===== src/rtl/ahb_decoder_mux.sv =====
// Purpose : AHB-Lite decode/response-mux stage (one master, NUM_SLAVES slaves + default slave) with stall watchdog.
// Latency : zero added cycles; HSEL is combinational from HADDR and the response is muxed in the cycle the slave drives it.
// Backpressure: HREADY follows the data-phase owner's HREADYOUT; a hang longer than TIMEOUT_CYCLES becomes a two-cycle ERROR.
//
// Ports:
//   HCLK, HRESETn               clock, synchronous active-low reset
//   HADDR, HTRANS               master address phase
//   HSEL                        one-hot slave select, bit NUM_SLAVES = default (unmapped) slave
//   HREADY, HRESP, HRDATA       muxed response to the master (HREADY also broadcast to slaves)
//   S_HREADYOUT/S_HRESP/S_HRDATA per-slave responses, slot i at [i], [2i+:2], [DATA_W*i+:DATA_W]
//   timeout_err                 one-cycle pulse in the first ERROR cycle of a watchdog abort
module ahb_decoder_mux #(
  parameter int                          NUM_SLAVES     = 4,
  parameter int                          ADDR_W         = 32,
  parameter int                          DATA_W         = 32,
  parameter logic [NUM_SLAVES*ADDR_W-1:0] SLV_BASE      = {32'h3000_0000, 32'h2000_0000,
                                                           32'h1000_0000, 32'h0000_0000},
  parameter logic [NUM_SLAVES*ADDR_W-1:0] SLV_MASK      = {4{32'hF000_0000}},
  parameter int                          TIMEOUT_CYCLES = 16
) (
  input  logic                             HCLK,
  input  logic                             HRESETn,
  input  logic [ADDR_W-1:0]                HADDR,
  input  logic [1:0]                       HTRANS,
  output logic [NUM_SLAVES:0]              HSEL,
  output logic                             HREADY,
  output logic [1:0]                       HRESP,
  output logic [DATA_W-1:0]                HRDATA,
  input  logic [NUM_SLAVES:0]              S_HREADYOUT,
  input  logic [2*(NUM_SLAVES+1)-1:0]      S_HRESP,
  input  logic [DATA_W*(NUM_SLAVES+1)-1:0] S_HRDATA,
  output logic                             timeout_err
);

  localparam int NS    = NUM_SLAVES + 1;
  localparam int IDX_W = (NS > 1) ? $clog2(NS) : 1;
  localparam int CNT_W = (TIMEOUT_CYCLES > 0) ? $clog2(TIMEOUT_CYCLES + 1) : 1;
  localparam bit WDOG_EN = (TIMEOUT_CYCLES > 0);
  localparam logic [CNT_W-1:0] STALL_LIM = CNT_W'((TIMEOUT_CYCLES > 0) ? TIMEOUT_CYCLES - 1 : 0);

  localparam logic [1:0] ST_IDLE = 2'd0;
  localparam logic [1:0] ST_DATA = 2'd1;
  localparam logic [1:0] ST_ERR1 = 2'd2;
  localparam logic [1:0] ST_ERR2 = 2'd3;

  localparam logic [1:0] RESP_OKAY  = 2'b00;
  localparam logic [1:0] RESP_ERROR = 2'b01;

  logic [1:0]       state_q, state_d;
  // dsel is only meaningful in ST_DATA; "no owner" is carried by the state itself
  logic [IDX_W-1:0] dsel_q, dsel_d;
  logic [CNT_W-1:0] stall_cnt_q, stall_cnt_d;

  logic [IDX_W-1:0]  hsel_idx;
  logic              hit;
  logic              xfer_vld;
  logic              capture;
  logic              sel_rdy;
  logic [1:0]        sel_resp;
  logic [DATA_W-1:0] sel_data;

  // Address decode: scan upward so the lowest matching slave wins on overlap.
  always_comb begin
    hsel_idx = IDX_W'(NUM_SLAVES);
    hit      = 1'b0;
    for (int i = 0; i < NUM_SLAVES; i++) begin
      if (!hit && ((HADDR & SLV_MASK[i*ADDR_W +: ADDR_W]) == SLV_BASE[i*ADDR_W +: ADDR_W])) begin
        hsel_idx = IDX_W'(i);
        hit      = 1'b1;
      end
    end
  end

  always_comb begin
    HSEL = '0;
    for (int i = 0; i < NS; i++) begin
      HSEL[i] = (hsel_idx == IDX_W'(i));
    end
  end

  assign xfer_vld = (HTRANS == 2'b10) || (HTRANS == 2'b11);

  // Response slot of the current data-phase owner.
  always_comb begin
    sel_rdy  = 1'b1;
    sel_resp = RESP_OKAY;
    sel_data = '0;
    for (int i = 0; i < NS; i++) begin
      if (dsel_q == IDX_W'(i)) begin
        sel_rdy  = S_HREADYOUT[i];
        sel_resp = S_HRESP[2*i +: 2];
        sel_data = S_HRDATA[DATA_W*i +: DATA_W];
      end
    end
  end

  always_comb begin
    state_d     = state_q;
    dsel_d      = dsel_q;
    stall_cnt_d = stall_cnt_q;
    HREADY      = 1'b1;
    HRESP       = RESP_OKAY;
    HRDATA      = '0;
    timeout_err = 1'b0;
    capture     = 1'b0;

    case (state_q)
      ST_IDLE: capture = 1'b1;
      ST_DATA: begin
        HREADY = sel_rdy;
        HRESP  = sel_resp;
        HRDATA = sel_data;
        if (sel_rdy) begin
          // completion takes priority over a watchdog expiring in the same cycle
          capture     = 1'b1;
          stall_cnt_d = '0;
        end else if (WDOG_EN && (stall_cnt_q == STALL_LIM)) begin
          state_d     = ST_ERR1;
          stall_cnt_d = '0;
        end else begin
          stall_cnt_d = stall_cnt_q + 1'b1;
        end
      end
      ST_ERR1: begin
        HREADY      = 1'b0;
        HRESP       = RESP_ERROR;
        timeout_err = 1'b1;
        state_d     = ST_ERR2;
      end
      ST_ERR2: begin
        HRESP       = RESP_ERROR;
        capture     = 1'b1;
        stall_cnt_d = '0;
      end
      default: state_d = ST_IDLE;
    endcase

    // HREADY is high whenever capture is set, so this is the AHB data-phase handover.
    if (capture) begin
      if (xfer_vld) begin
        state_d = ST_DATA;
        dsel_d  = hsel_idx;
      end else begin
        state_d = ST_IDLE;
      end
    end
  end

  always_ff @(posedge HCLK) begin
    if (!HRESETn) begin
      state_q     <= ST_IDLE;
      dsel_q      <= '0;
      stall_cnt_q <= '0;
    end else begin
      state_q     <= state_d;
      dsel_q      <= dsel_d;
      stall_cnt_q <= stall_cnt_d;
    end
  end

endmodule


===== config.mk =====
export PLATFORM = sky130hd
export DESIGN_NAME = ahb_decoder_mux
export DESIGN_NICKNAME = d
export VERILOG_FILES = /design/src/rtl/ahb_decoder_mux.sv
export SDC_FILE = /design/constraint.sdc
export NUM_CORES = 1
export LEC_CHECK = 0
export CAP_MARGIN = 20
export CELL_PAD_IN_SITES_DETAIL_PLACEMENT = 1
export CELL_PAD_IN_SITES_GLOBAL_PLACEMENT = 2
export CORE_MARGIN = 2
export CORE_UTILIZATION = 13
export DETAILED_ROUTE_END_ITERATION = 8
export HOLD_SLACK_MARGIN = 0.06
export MAX_ROUTING_LAYER = met4
export PLACE_DENSITY_LB_ADDON = 0.3
export SYNTH_ARGS = -nofsm -noshare
export SYNTH_HDL_FRONTEND = slang
export SYNTH_SLANG_ARGS = --single-unit

===== constraint.sdc =====
create_clock -name HCLK -period 4.95 [get_ports HCLK]
set_clock_uncertainty 0.2 [all_clocks]
set_input_delay 0.7425 -clock HCLK [delete_from_list [all_inputs] [get_ports HCLK]]
set_output_delay 0.7425 -clock HCLK [all_outputs]
set_load 0.02 [all_outputs]

==> results by group, run 1 <==
Floorplanning
  – IO Count: 252
  – Row cnt: 45
  – Core ar.: 0.0151 sq mm
  – Die area: 0.0163 sq mm
  – Die W: 128 um
  – Die extent in y: 128 um
  – Starting Density: 13.2%

Logic synthesis
  – Mapped Nets: 420
  – Synth Cell Area: 0.00199 sq mm
  – Async S/R FF share, synth: 0%
  – Post-synthesis sequential area ratio: 10.1%
  – Top-area cell type share of the netlist area: 32.9%
  – Cells after synthesis: 204
  – Synth unique cells: 34
  – Yosys warns: 0
  – Syn Area/Cell: 9.75 sq um
  – Primary FF master, synth: dfxtp_1
  – Cell taking the most area after synthesis: mux4_2
  – EDFF count, synth: 0
  – #FFs+latches synth: 10
  – Synth area leaders: mux4_2 (33%), a22oi_1 (13%), dfxtp_1 (10%)

Timing
  – Setup tns final: 0 ns
  – Slew Limit Fails: 0
  – Normalized max-slew margin: 51.3%
  – Tmin final: 3.61 ns
  – Final setup viols: 0
  – Final Hold Fails: 0
  – Unrepaired setup endpoints after global routing: false
  – Final worst-path cycle share: 72.9%
  – Max Fclk: 277 MHz
  – Worst Tran Pin Value: 0.729 ns

Global route
  – Initial antenna violation count: 0
  – Total gr overflow: 0
  – Vias in the first global route: 3009
  – Global-route wire length before repair: 17000 um
  – GRT Overall Usage: 13.9%
  – Largest net degree at the start of global routing: 39

Clock tree
  – Post-CTS Hold Buffers: 0
  – Clk Latency, worst-skew pair: 0.24 ns
  – H-tree levels: 1
  – Number of buffers created by CTS: 3
  – Root Driver: clkbuf_16
  – Worst-path clk slew: 0.04 ns
  – CTS tree: yes
  – Post_cts resized: 0
  – Clock sinks: 10
  – Post-CTS setup buffers: 0
  – Max Root-Sink Buffers: 2

Drt
  – Drt pass-1 iters: 4
  – Post-DRT Antenna Nets: 0
  – Via/cell ratio: 4.42
  – Wire length per cell: 18.7 um
  – Routed vias: 2669
  – DRC viols: 0
  – WL final: 11300 um
  – 1st-iter DRT viols: 97

Worst setup path
  – CP Data Arrival Time: 2.67 ns
  – Crit Path Category: input port to primary output
  – Worst-path maximum fanout: 1
  – Worst endpoint required time: 4.01 ns
  – Setup crit start kind: input port
  – Critical Path End Type: primary output

Power
  – Power Density: 274 mW/mm^2
  – Leakage Power: 1.54 nW
  – Max VDD drop: 0.000111 V

Layout
  – Antenna cells: 0
  – Layout Nets: 633
  – Share of cells above drive strength 1: 11.8%
  – Area Growth Syn to Fin: 125%
  – Final core utilization: 29.7%
  – Filler Cells Inserted: 1724
  – Most common cell after layout, fill and taps aside: clkdlybuf4s50_1
  – Most frequent cells in the layout: clkdlybuf4s50_1 (222), nor2_1 (41), a22oi_1 (34)

Placement
  – GP Congestion: 0.755
  – HPWL after DPL: 9050 um
  – I/O Buffers: 222

Min path
  – Worst hold path class: register to register

Job
  – Max-cap check violation count: 0

Status
  – Outcome: completed
[registers in the layout, summed over array words and instances (netlist names)]
signal       count
state_q          2
dsel_q           3
stall_cnt_q      5
[path summary, 6_finish.rpt]
kind              depth (start not counted)  slack [ns]      startpoint        endpoint
setup / recovery                          7        1.34      S_HRESP[6]        HRESP[0]
hold / removal                            2        0.23  stall_cnt_q[4]  stall_cnt_q[4]
setup reg to reg                          6        2.56       dsel_q[0]       dsel_q[0]
hold reg to reg                           2        0.23  stall_cnt_q[4]  stall_cnt_q[4]
[Yosys cell counts (all sizes together), types with 3 or more instances]
cell    instances
a22oi          34
nor3            4
nand2           9
nor2           42
nor3b           3
clkbuf          9
dfxtp          10
inv             8
buf            11
a21oi           9
o21ai           4
mux4           34
nand3           5
ha              5
[worst max-delay path, cell delays in order]
cell	delay [ns]
clkdlybuf4s50_1	0.40
mux4_2	0.47
a22oi_1	0.18
nor2_1	0.08
nor3_1	0.19
nor2_1	0.06
clkdlybuf4s50_1	0.53
[report_power, final]
group	switching [W]	total, W	internal (W)
clock	0.0000445	0.000167	0.000122
combinational	0.000477	0.000948	0.000471
sequential	0.0000185	0.000114	0.0000958
[stage by stage]
step	power, W	instances	worst slack, ns	hold slack, ns	instance area [sq um]
floorplan	0.000639	204	2.39	0.212	1990
global placement	0.00107	599	1.14	0.229	4370
detailed placement	0.00108	599	1.13	0.231	4370
CTS	0.00126	603	0.851	0.237	4460
global route	0.00133	604	1.18	0.248	4480
finish	0.00123	604	1.34	0.234	4480
[area by class of cell]
type	count	area (sq um)	share of cell area, %
repair buffers	228	2290	51.2
multi-input cells	166	1630	36.4
well taps	188	235	5.25
flip-flops and latches	10	203	4.53
clock buffers	4	88.8	1.98
inverters	8	30.0	0.671
[cells by family after synthesis]
kind of cell,count (synthesis),share of synthesized area (%)
and+or+nand+nor,71,17.4
AOI/OAI and AO/OA,53,20.1
muxes,37,41.2
buffers and inverters,28,8.06
DFF,10,10.1
adders and majority gates,5,3.15
[per-layer routing]
metal / vias to the layer above / wire, um / global-route usage [%] / part of all wire (%)
met4: 0 / 190 / 3.10 / 1.7
li1: 1238 / - / - / -
met3: 11 / 885 / 2.59 / 7.9
met2: 140 / 5850 / 26.4 / 52
met1: 1280 / 4340 / 15.0 / 39
met5: - / 0 / - / 0
No activity file was read; power rests on OpenSTA's default activity.
==> inputs of run 2 (changes only) <==
--- a/config.mk
+++ b/config.mk
@@ -9,7 +9,7 @@
 export CELL_PAD_IN_SITES_DETAIL_PLACEMENT = 1
 export CELL_PAD_IN_SITES_GLOBAL_PLACEMENT = 2
 export CORE_MARGIN = 2
-export CORE_UTILIZATION = 13
+export CORE_UTILIZATION = 11
 export DETAILED_ROUTE_END_ITERATION = 8
 export HOLD_SLACK_MARGIN = 0.06
 export MAX_ROUTING_LAYER = met4
==> constraint.sdc (replaced) <==
create_clock -name HCLK -period 3.3 [get_ports HCLK]
set_clock_uncertainty 0.2 [all_clocks]
set_input_delay 0.495 -clock HCLK [delete_from_list [all_inputs] [get_ports HCLK]]
set_output_delay 0.495 -clock HCLK [all_outputs]
set_load 0.02 [all_outputs]
==> results by group, run 2 (synthesis results as in run 1) <==
Status
  – Outcome: completed

Timing
  – Final Hold Fails: 0 (unchanged)
  – Final worst-path cycle share: 92.1%
  – Worst Tran Pin Value: 0.355 ns (-0.374 ns)
  – Tmin final: 3.04 ns
  – Normalized max-slew margin: 76.3% (+25 points)
  – Slew Limit Fails: 0 (unchanged)
  – Max Fclk: 329 MHz
  – Worst hold slack: 0.249 ns (+0.0155 ns)
  – Final setup viols: 0 (unchanged)
  – Setup tns final: 0 ns (unchanged)
  – Unrepaired setup endpoints after global routing: false

Floorplanning
  – Starting Density: 11.1% (-2.0 points)
  – Core ar.: 0.0178 sq mm (+18%)
  – Die area: 0.0192 sq mm (+18%)
  – Row cnt: 49 (+8.9%)
  – Die extent in y: 138 um (+8.4%)
  – Die W: 138 um (+8.4%)
  – IO Count: 252 (unchanged)

Min path
  – Worst Hold End: stall_cnt_q[4]
  – Worst hold path depth: 2 (unchanged)
  – Worst hold path class: register to register
  – Hold path startpoint: stall_cnt_q[4]

Power
  – Seq pwr share: 9.4% (about the same)
  – Leakage Power: 1.56 nW (+1.6%)
  – Psw: 0.000805 W (+49%)
  – P_int: 0.00106 W (+53%)
  – Comb pwr share: 77.9% (+0.8 points)
  – Power Density: 407 mW/mm^2 (+48%)
  – Max VDD drop: 0.000241 V (+120%)
  – Clock power frac: 12.7% (-0.9 points)
  – Sw frac: 43.2% (-0.70 points)

Placement
  – HPWL after DPL: 9110 um (+0.66%)
  – I/O Buffers: 222 (unchanged)
  – GP Congestion: 0.814 (+7.8%)

Worst setup path
  – CP Data Arrival Time: 2.35 ns (-0.32 ns)
  – Worst r2r src: dsel_q[1]
  – Worst-path maximum fanout: 22 (+21)
  – Critical Path End Type: primary output
  – R2R Setup Slk: 1.11 ns (-1.45 ns)
  – Crit Path Category: register to primary output
  – Setup crit start kind: register
  – RR Endpoint: dsel_q[0]
  – Worst r2r path cells: 6 (unchanged)
  – Worst endpoint required time: 2.60 ns (-1.41 ns)

Layout
  – Share of cells above drive strength 1: 12.6% (+0.84 points)
  – Antenna cells: 0 (unchanged)
  – Most common cell after layout, fill and taps aside: clkdlybuf4s50_1
  – Area Growth Syn to Fin: 130%
  – Largest register by flop count: stall_cnt_q
  – Largest regs: stall_cnt_q: 5 flops, dsel_q: 3 flops, state_q: 2 flops
  – Largest register FFs: 5 (unchanged)
  – Most frequent cells in the layout: clkdlybuf4s50_1 (222), nor2_1 (41), a22oi_1 (34)
  – Layout Nets: 637 (+0.63%)

Clock tree
  – Post-CTS Hold Buffers: 0 (unchanged)
  – H-tree levels: 1 (unchanged)
  – CTS tree: yes
  – Clock sinks: 10 (unchanged)
  – Max Root-Sink Buffers: 2 (unchanged)
  – Root Driver: clkbuf_16
  – Post-CTS setup buffers: 0 (unchanged)
  – Worst-path clk slew: 0.04 ns (about the same)
  – Number of buffers created by CTS: 3 (unchanged)
  – Clk Latency, worst-skew pair: 0.23 ns (about the same)
  – Post_cts resized: 0 (unchanged)

Global route
  – GRT Overall Usage: 11.4% (-2.5 points)
  – Vias in the first global route: 3032 (+0.76%)
  – Largest net degree at the start of global routing: 35 (-10%)
  – Global-route wire length before repair: 17100 um (+0.41%)
  – Initial antenna violation count: 0 (unchanged)
  – Total gr overflow: 0 (unchanged)

Drt
  – DRC viols: 0 (unchanged)
  – Via/cell ratio: 4.12 (-6.8%)
  – Routed vias: 2674 (+0.19%)
  – Wire length per cell: 17.1 um (-8.2%)
  – Post-DRT Antenna Nets: 0 (unchanged)
  – WL final: 11100 um (-1.3%)
  – 1st-iter DRT viols: 82 (-15%)
  – Drt pass-1 iters: 4 (unchanged)

Job
  – Max-cap check violation count: 0 (unchanged)
-- run 2: cell count changes in the layout (fill, tap and decap cells not counted), sizes merged --
cell / previous run / this run
buf: 6 / 10
-- run 2: layer usage --
metal / wire [um] / up-vias / GRT usage (%)
met5: 0 / - / -
met4: 23 / 0 / 0.913
met3: 610 / 2 / 1.73
met2: 6060 / 119 / 21.9
met1: 4430 / 1309 / 13.0
li1: - / 1244 / -
-- run 2: power by group through the flow --
stage	logic, W	registers [W]	clock network (W)
2_1_floorplan	0.000794	0.000165	0
3_3_place_gp	0.00148	0.000175	0
3_5_place_dp	0.00148	0.000178	0
4_1_cts	0.00149	0.000176	0.000242
5_1_grt	0.00157	0.000178	0.000251
6_report	0.00145	0.000174	0.000237
-- run 2: metrics by stage --
step           total power, W  setup WS [ns]  instances  util [%]  area (sq um)
3_3_place_gp          0.00165          0.221        645      25.1          4480
4_1_cts               0.00190          0.216        649      25.6          4570
5_1_grt               0.00200          0.109        649      25.6          4570
3_5_place_dp          0.00166          0.264        645      25.1          4480
6_report              0.00186          0.260        649      25.6          4570
2_1_floorplan        0.000958           1.04        204         -          1990
-- run 2: worst max-delay path, cell delays in order, from the launching register on --
cell	delay (ns)
dfxtp_2	0.38
buf_12	0.23
mux4_2	0.54
a22oi_1	0.15
nor2_1	0.06
nor3_1	0.14
nor2_1	0.06
clkdlybuf4s50_1	0.53
-- run 2: cell type report --
class,count,area [sq um]
Tap cell,229,287
Inverter,8,30.0
Timing Repair Buffer,232,2330
Sequential cell,10,203
Fill cell,2083,13300
Clock buffer,4,88.8
Multi-Input combinational cell,166,1630
-- run 2: how the worst max path moves through the flow --
| stage | slack (ns) | startpoint | depth (start not counted) | end |
|---|---|---|---|---|
| final | 0.26 | dsel_q[0] | 7 | HRESP[0] |
| after global routing | 0.11 | dsel_q[0] | 5 | HRDATA[23] |
| after CTS | 0.22 | dsel_q[0] | 7 | HRESP[0] |
| after detailed placement | 0.26 | S_HRESP[6] | 7 | HRESP[0] |
| after global placement | 0.22 | S_HRESP[6] | 7 | HRESP[0] |
| after floorplan | 1.04 | state_q[1] | 7 | HRDATA[10] |
==> inputs of run 3 (changes only) <==
--- a/config.mk
+++ b/config.mk
@@ -9,11 +9,12 @@
 export CELL_PAD_IN_SITES_DETAIL_PLACEMENT = 1
 export CELL_PAD_IN_SITES_GLOBAL_PLACEMENT = 2
 export CORE_MARGIN = 2
-export CORE_UTILIZATION = 11
+export CORE_UTILIZATION = 12
 export DETAILED_ROUTE_END_ITERATION = 8
 export HOLD_SLACK_MARGIN = 0.06
 export MAX_ROUTING_LAYER = met4
 export PLACE_DENSITY_LB_ADDON = 0.3
+export REMOVE_ABC_BUFFERS = 1
 export SYNTH_ARGS = -nofsm -noshare
 export SYNTH_HDL_FRONTEND = slang
 export SYNTH_SLANG_ARGS = --single-unit
==> constraint.sdc (replaced) <==
create_clock -name HCLK -period 3.1 [get_ports HCLK]
set_clock_uncertainty 0.2 [all_clocks]
set_input_delay 0.465 -clock HCLK [delete_from_list [all_inputs] [get_ports HCLK]]
set_output_delay 0.465 -clock HCLK [all_outputs]
set_load 0.02 [all_outputs]
==> results by group, run 3 (synthesis results as in run 1) <==
Worst setup path
  – Worst-path cell chain: buf_12, mux4_2, a22oi_1, nor2_1, clkdlybuf4s50_1
  – Setup crit start kind: register
  – Crit Path Category: register to primary output
  – Critical Path End Type: primary output
  – CP peak stage delay: 0.55 ns (about the same)
  – Worst-path maximum fanout: 18 (-18%)
  – CP Data Arrival Time: 2.25 ns (-0.10 ns)
  – Max stage delay cell, worst path: clkdlybuf4s50_1
  – Worst endpoint required time: 2.43 ns (-0.17 ns)

Global route
  – Initial antenna violation count: 0 (unchanged)
  – Largest net degree at the start of global routing: 29 (-17%)
  – Vias in the first global route: 3070 (+1.3%)
  – Total gr overflow: 0 (unchanged)
  – GRT Overall Usage: 13.6% (+2.2 points)
  – Global-route wire length before repair: 18300 um (+6.9%)

Layout
  – Non-Filler Instances: 644 (-0.77%)
  – Antenna cells: 0 (unchanged)
  – Most frequent cells in the layout: clkdlybuf4s50_1 (221), nor2_1 (41), a22oi_1 (34)
  – Share of cells above drive strength 1: 13.4% (+0.82 points)
  – Area Growth Syn to Fin: 131%
  – Largest regs: stall_cnt_q: 5 flops, dsel_q: 3 flops, state_q: 2 flops
  – Most common cell after layout, fill and taps aside: clkdlybuf4s50_1
  – Largest register by flop count: stall_cnt_q
  – Layout Nets: 641 (+0.63%)
  – Largest register FFs: 5 (unchanged)
  – Design area: 0.00459 sq mm (+0.47%)

Power
  – Psw: 0.000877 W (+8.9%)
  – Clock power frac: 12.8% (about the same)
  – Sw frac: 43.4% (+0.21 points)
  – Power Density: 440 mW/mm^2 (+7.9%)
  – Seq pwr share: 9.3% (about the same)
  – P_int: 0.00114 W (+8.0%)
  – Leakage Power: 1.60 nW (+2.4%)
  – Max VDD drop: 0.000202 V (-16%)
  – Design Power: 0.00202 W (+8.4%)
  – Comb pwr share: 77.9% (about the same)

Placement
  – Pre-CTS WS: 0.0899 ns (-0.174 ns)
  – GP Congestion: 0.861 (+5.8%)
  – I/O Buffers: 222 (unchanged)
  – DP Area: 0.00450 sq mm (+0.42%)
  – Placed Cells: 640 (-0.78%)
  – HPWL after DPL: 9920 um (+8.8%)

Floorplanning
  – Starting Density: 12.1% (+0.97 points)
  – Core ar.: 0.0164 sq mm (-8.0%)
  – IO Count: 252 (unchanged)
  – Die W: 133 um (-4.1%)
  – Die extent in y: 133 um (-4.1%)
  – Row cnt: 47 (-4.1%)
  – Die area: 0.0176 sq mm (-8.1%)

Clock tree
  – Number of buffers created by CTS: 3 (unchanged)
  – Post-CTS setup buffers: 0 (unchanged)
  – Post-CTS Hold Buffers: 0 (unchanged)
  – Clock sinks: 10 (unchanged)
  – H-tree levels: 1 (unchanged)
  – Worst-path clk slew: 0.04 ns (about the same)
  – Root Driver: clkbuf_16
  – CTS tree: yes
  – Clk Latency, worst-skew pair: 0.24 ns (about the same)
  – Max Root-Sink Buffers: 2 (unchanged)

Drt
  – Drt pass-1 iters: 4 (unchanged)
  – Post-DRT Antenna Nets: 0 (unchanged)
  – WL final: 11900 um (+6.6%)
  – DRC viols: 0 (unchanged)
  – Wire length per cell: 18.4 um (+7.5%)
  – Routed vias: 2693 (+0.71%)
  – Via/cell ratio: 4.18 (+1.5%)
  – 1st-iter DRT viols: 110 (+34%)

Timing
  – Final setup viols: 0 (unchanged)
  – Worst Tran Pin Value: 0.332 ns (-0.0229 ns)
  – Normalized max-slew margin: 77.8% (+1.5 points)
  – Slew Limit Fails: 0 (unchanged)
  – Final Hold Fails: 0 (unchanged)
  – Max Fclk: 343 MHz
  – Final worst-path cycle share: 93.9%
  – Setup ws final: 0.188 ns (-0.0715 ns)
  – Unrepaired setup endpoints after global routing: false
  – Worst hold slack: 0.240 ns (-0.00878 ns)
  – Tmin final: 2.91 ns

Job
  – Max-cap check violation count: 0 (unchanged)

Status
  – Outcome: completed

Min path
  – Worst hold path class: register to register
run 3: cell count changes in the layout (fill, tap and decap cells not counted), sizes merged:
cell,before,now
buf,10,14
dlymetal6s2s,0,1
clkdlybuf4s50,222,221
run 3: worst max-delay path, delay by kind of cell, from the launching register on:
kind,cells,cell delay (ns)
AO/OA/AOI/OAI,1,0.23
AND/OR/NAND/NOR,1,0.06
buffers and inverters,2,0.76
flip-flops,1,0.40
multiplexers,1,0.54
run 3: area by class of cell:
cell class | instances | area [sq um]
Timing Repair Buffer | 236 | 2370
Multi-Input combinational cell | 166 | 1630
Fill cell | 1874 | 11800
Clock buffer | 4 | 88.8
Tap cell | 220 | 275
Inverter | 8 | 30.0
Sequential cell | 10 | 203
run 3: stage by stage:
stage | setup TNS [ns] | util, %
final | 0 | 28.0
after global routing | 0 | 28.0
after CTS | 0 | 28.0
after detailed placement | 0 | 27.4
after global placement | 0 | 27.4
after floorplan | -4.56 | -
run 3: final timing paths:
check / endpoint / slack [ns] / from / cells after the start
worst max-delay path: HRDATA[20] / 0.19 / dsel_q[0] / 5
worst min-delay path: stall_cnt_q[4] / 0.24 / stall_cnt_q[4] / 2
worst max register to register: dsel_q[0] / 0.94 / dsel_q[1] / 7
worst min register to register: stall_cnt_q[4] / 0.24 / stall_cnt_q[4] / 2
run 3: power groups by stage:
stage | logic [W] | registers (W) | clock network [W]
after detailed placement | 0.00161 | 0.000189 | 0
after floorplan | 0.000766 | 0.000200 | 0
final | 0.00157 | 0.000188 | 0.000258
after global placement | 0.00159 | 0.000188 | 0
after CTS | 0.00161 | 0.000188 | 0.000263
after global routing | 0.00171 | 0.000191 | 0.000275
run 3: layer usage:
layer	global-route usage, %	wire length (um)
met3	2.91	705
met2	24.9	6170
met4	2.63	208
met1	15.3	4780
met5	-	0
run 3: repair_timing:
action,in CTS,in global routing
resized for setup,0,1
endpoints found under the hold margin,0,0
endpoints found under the setup margin,0,1
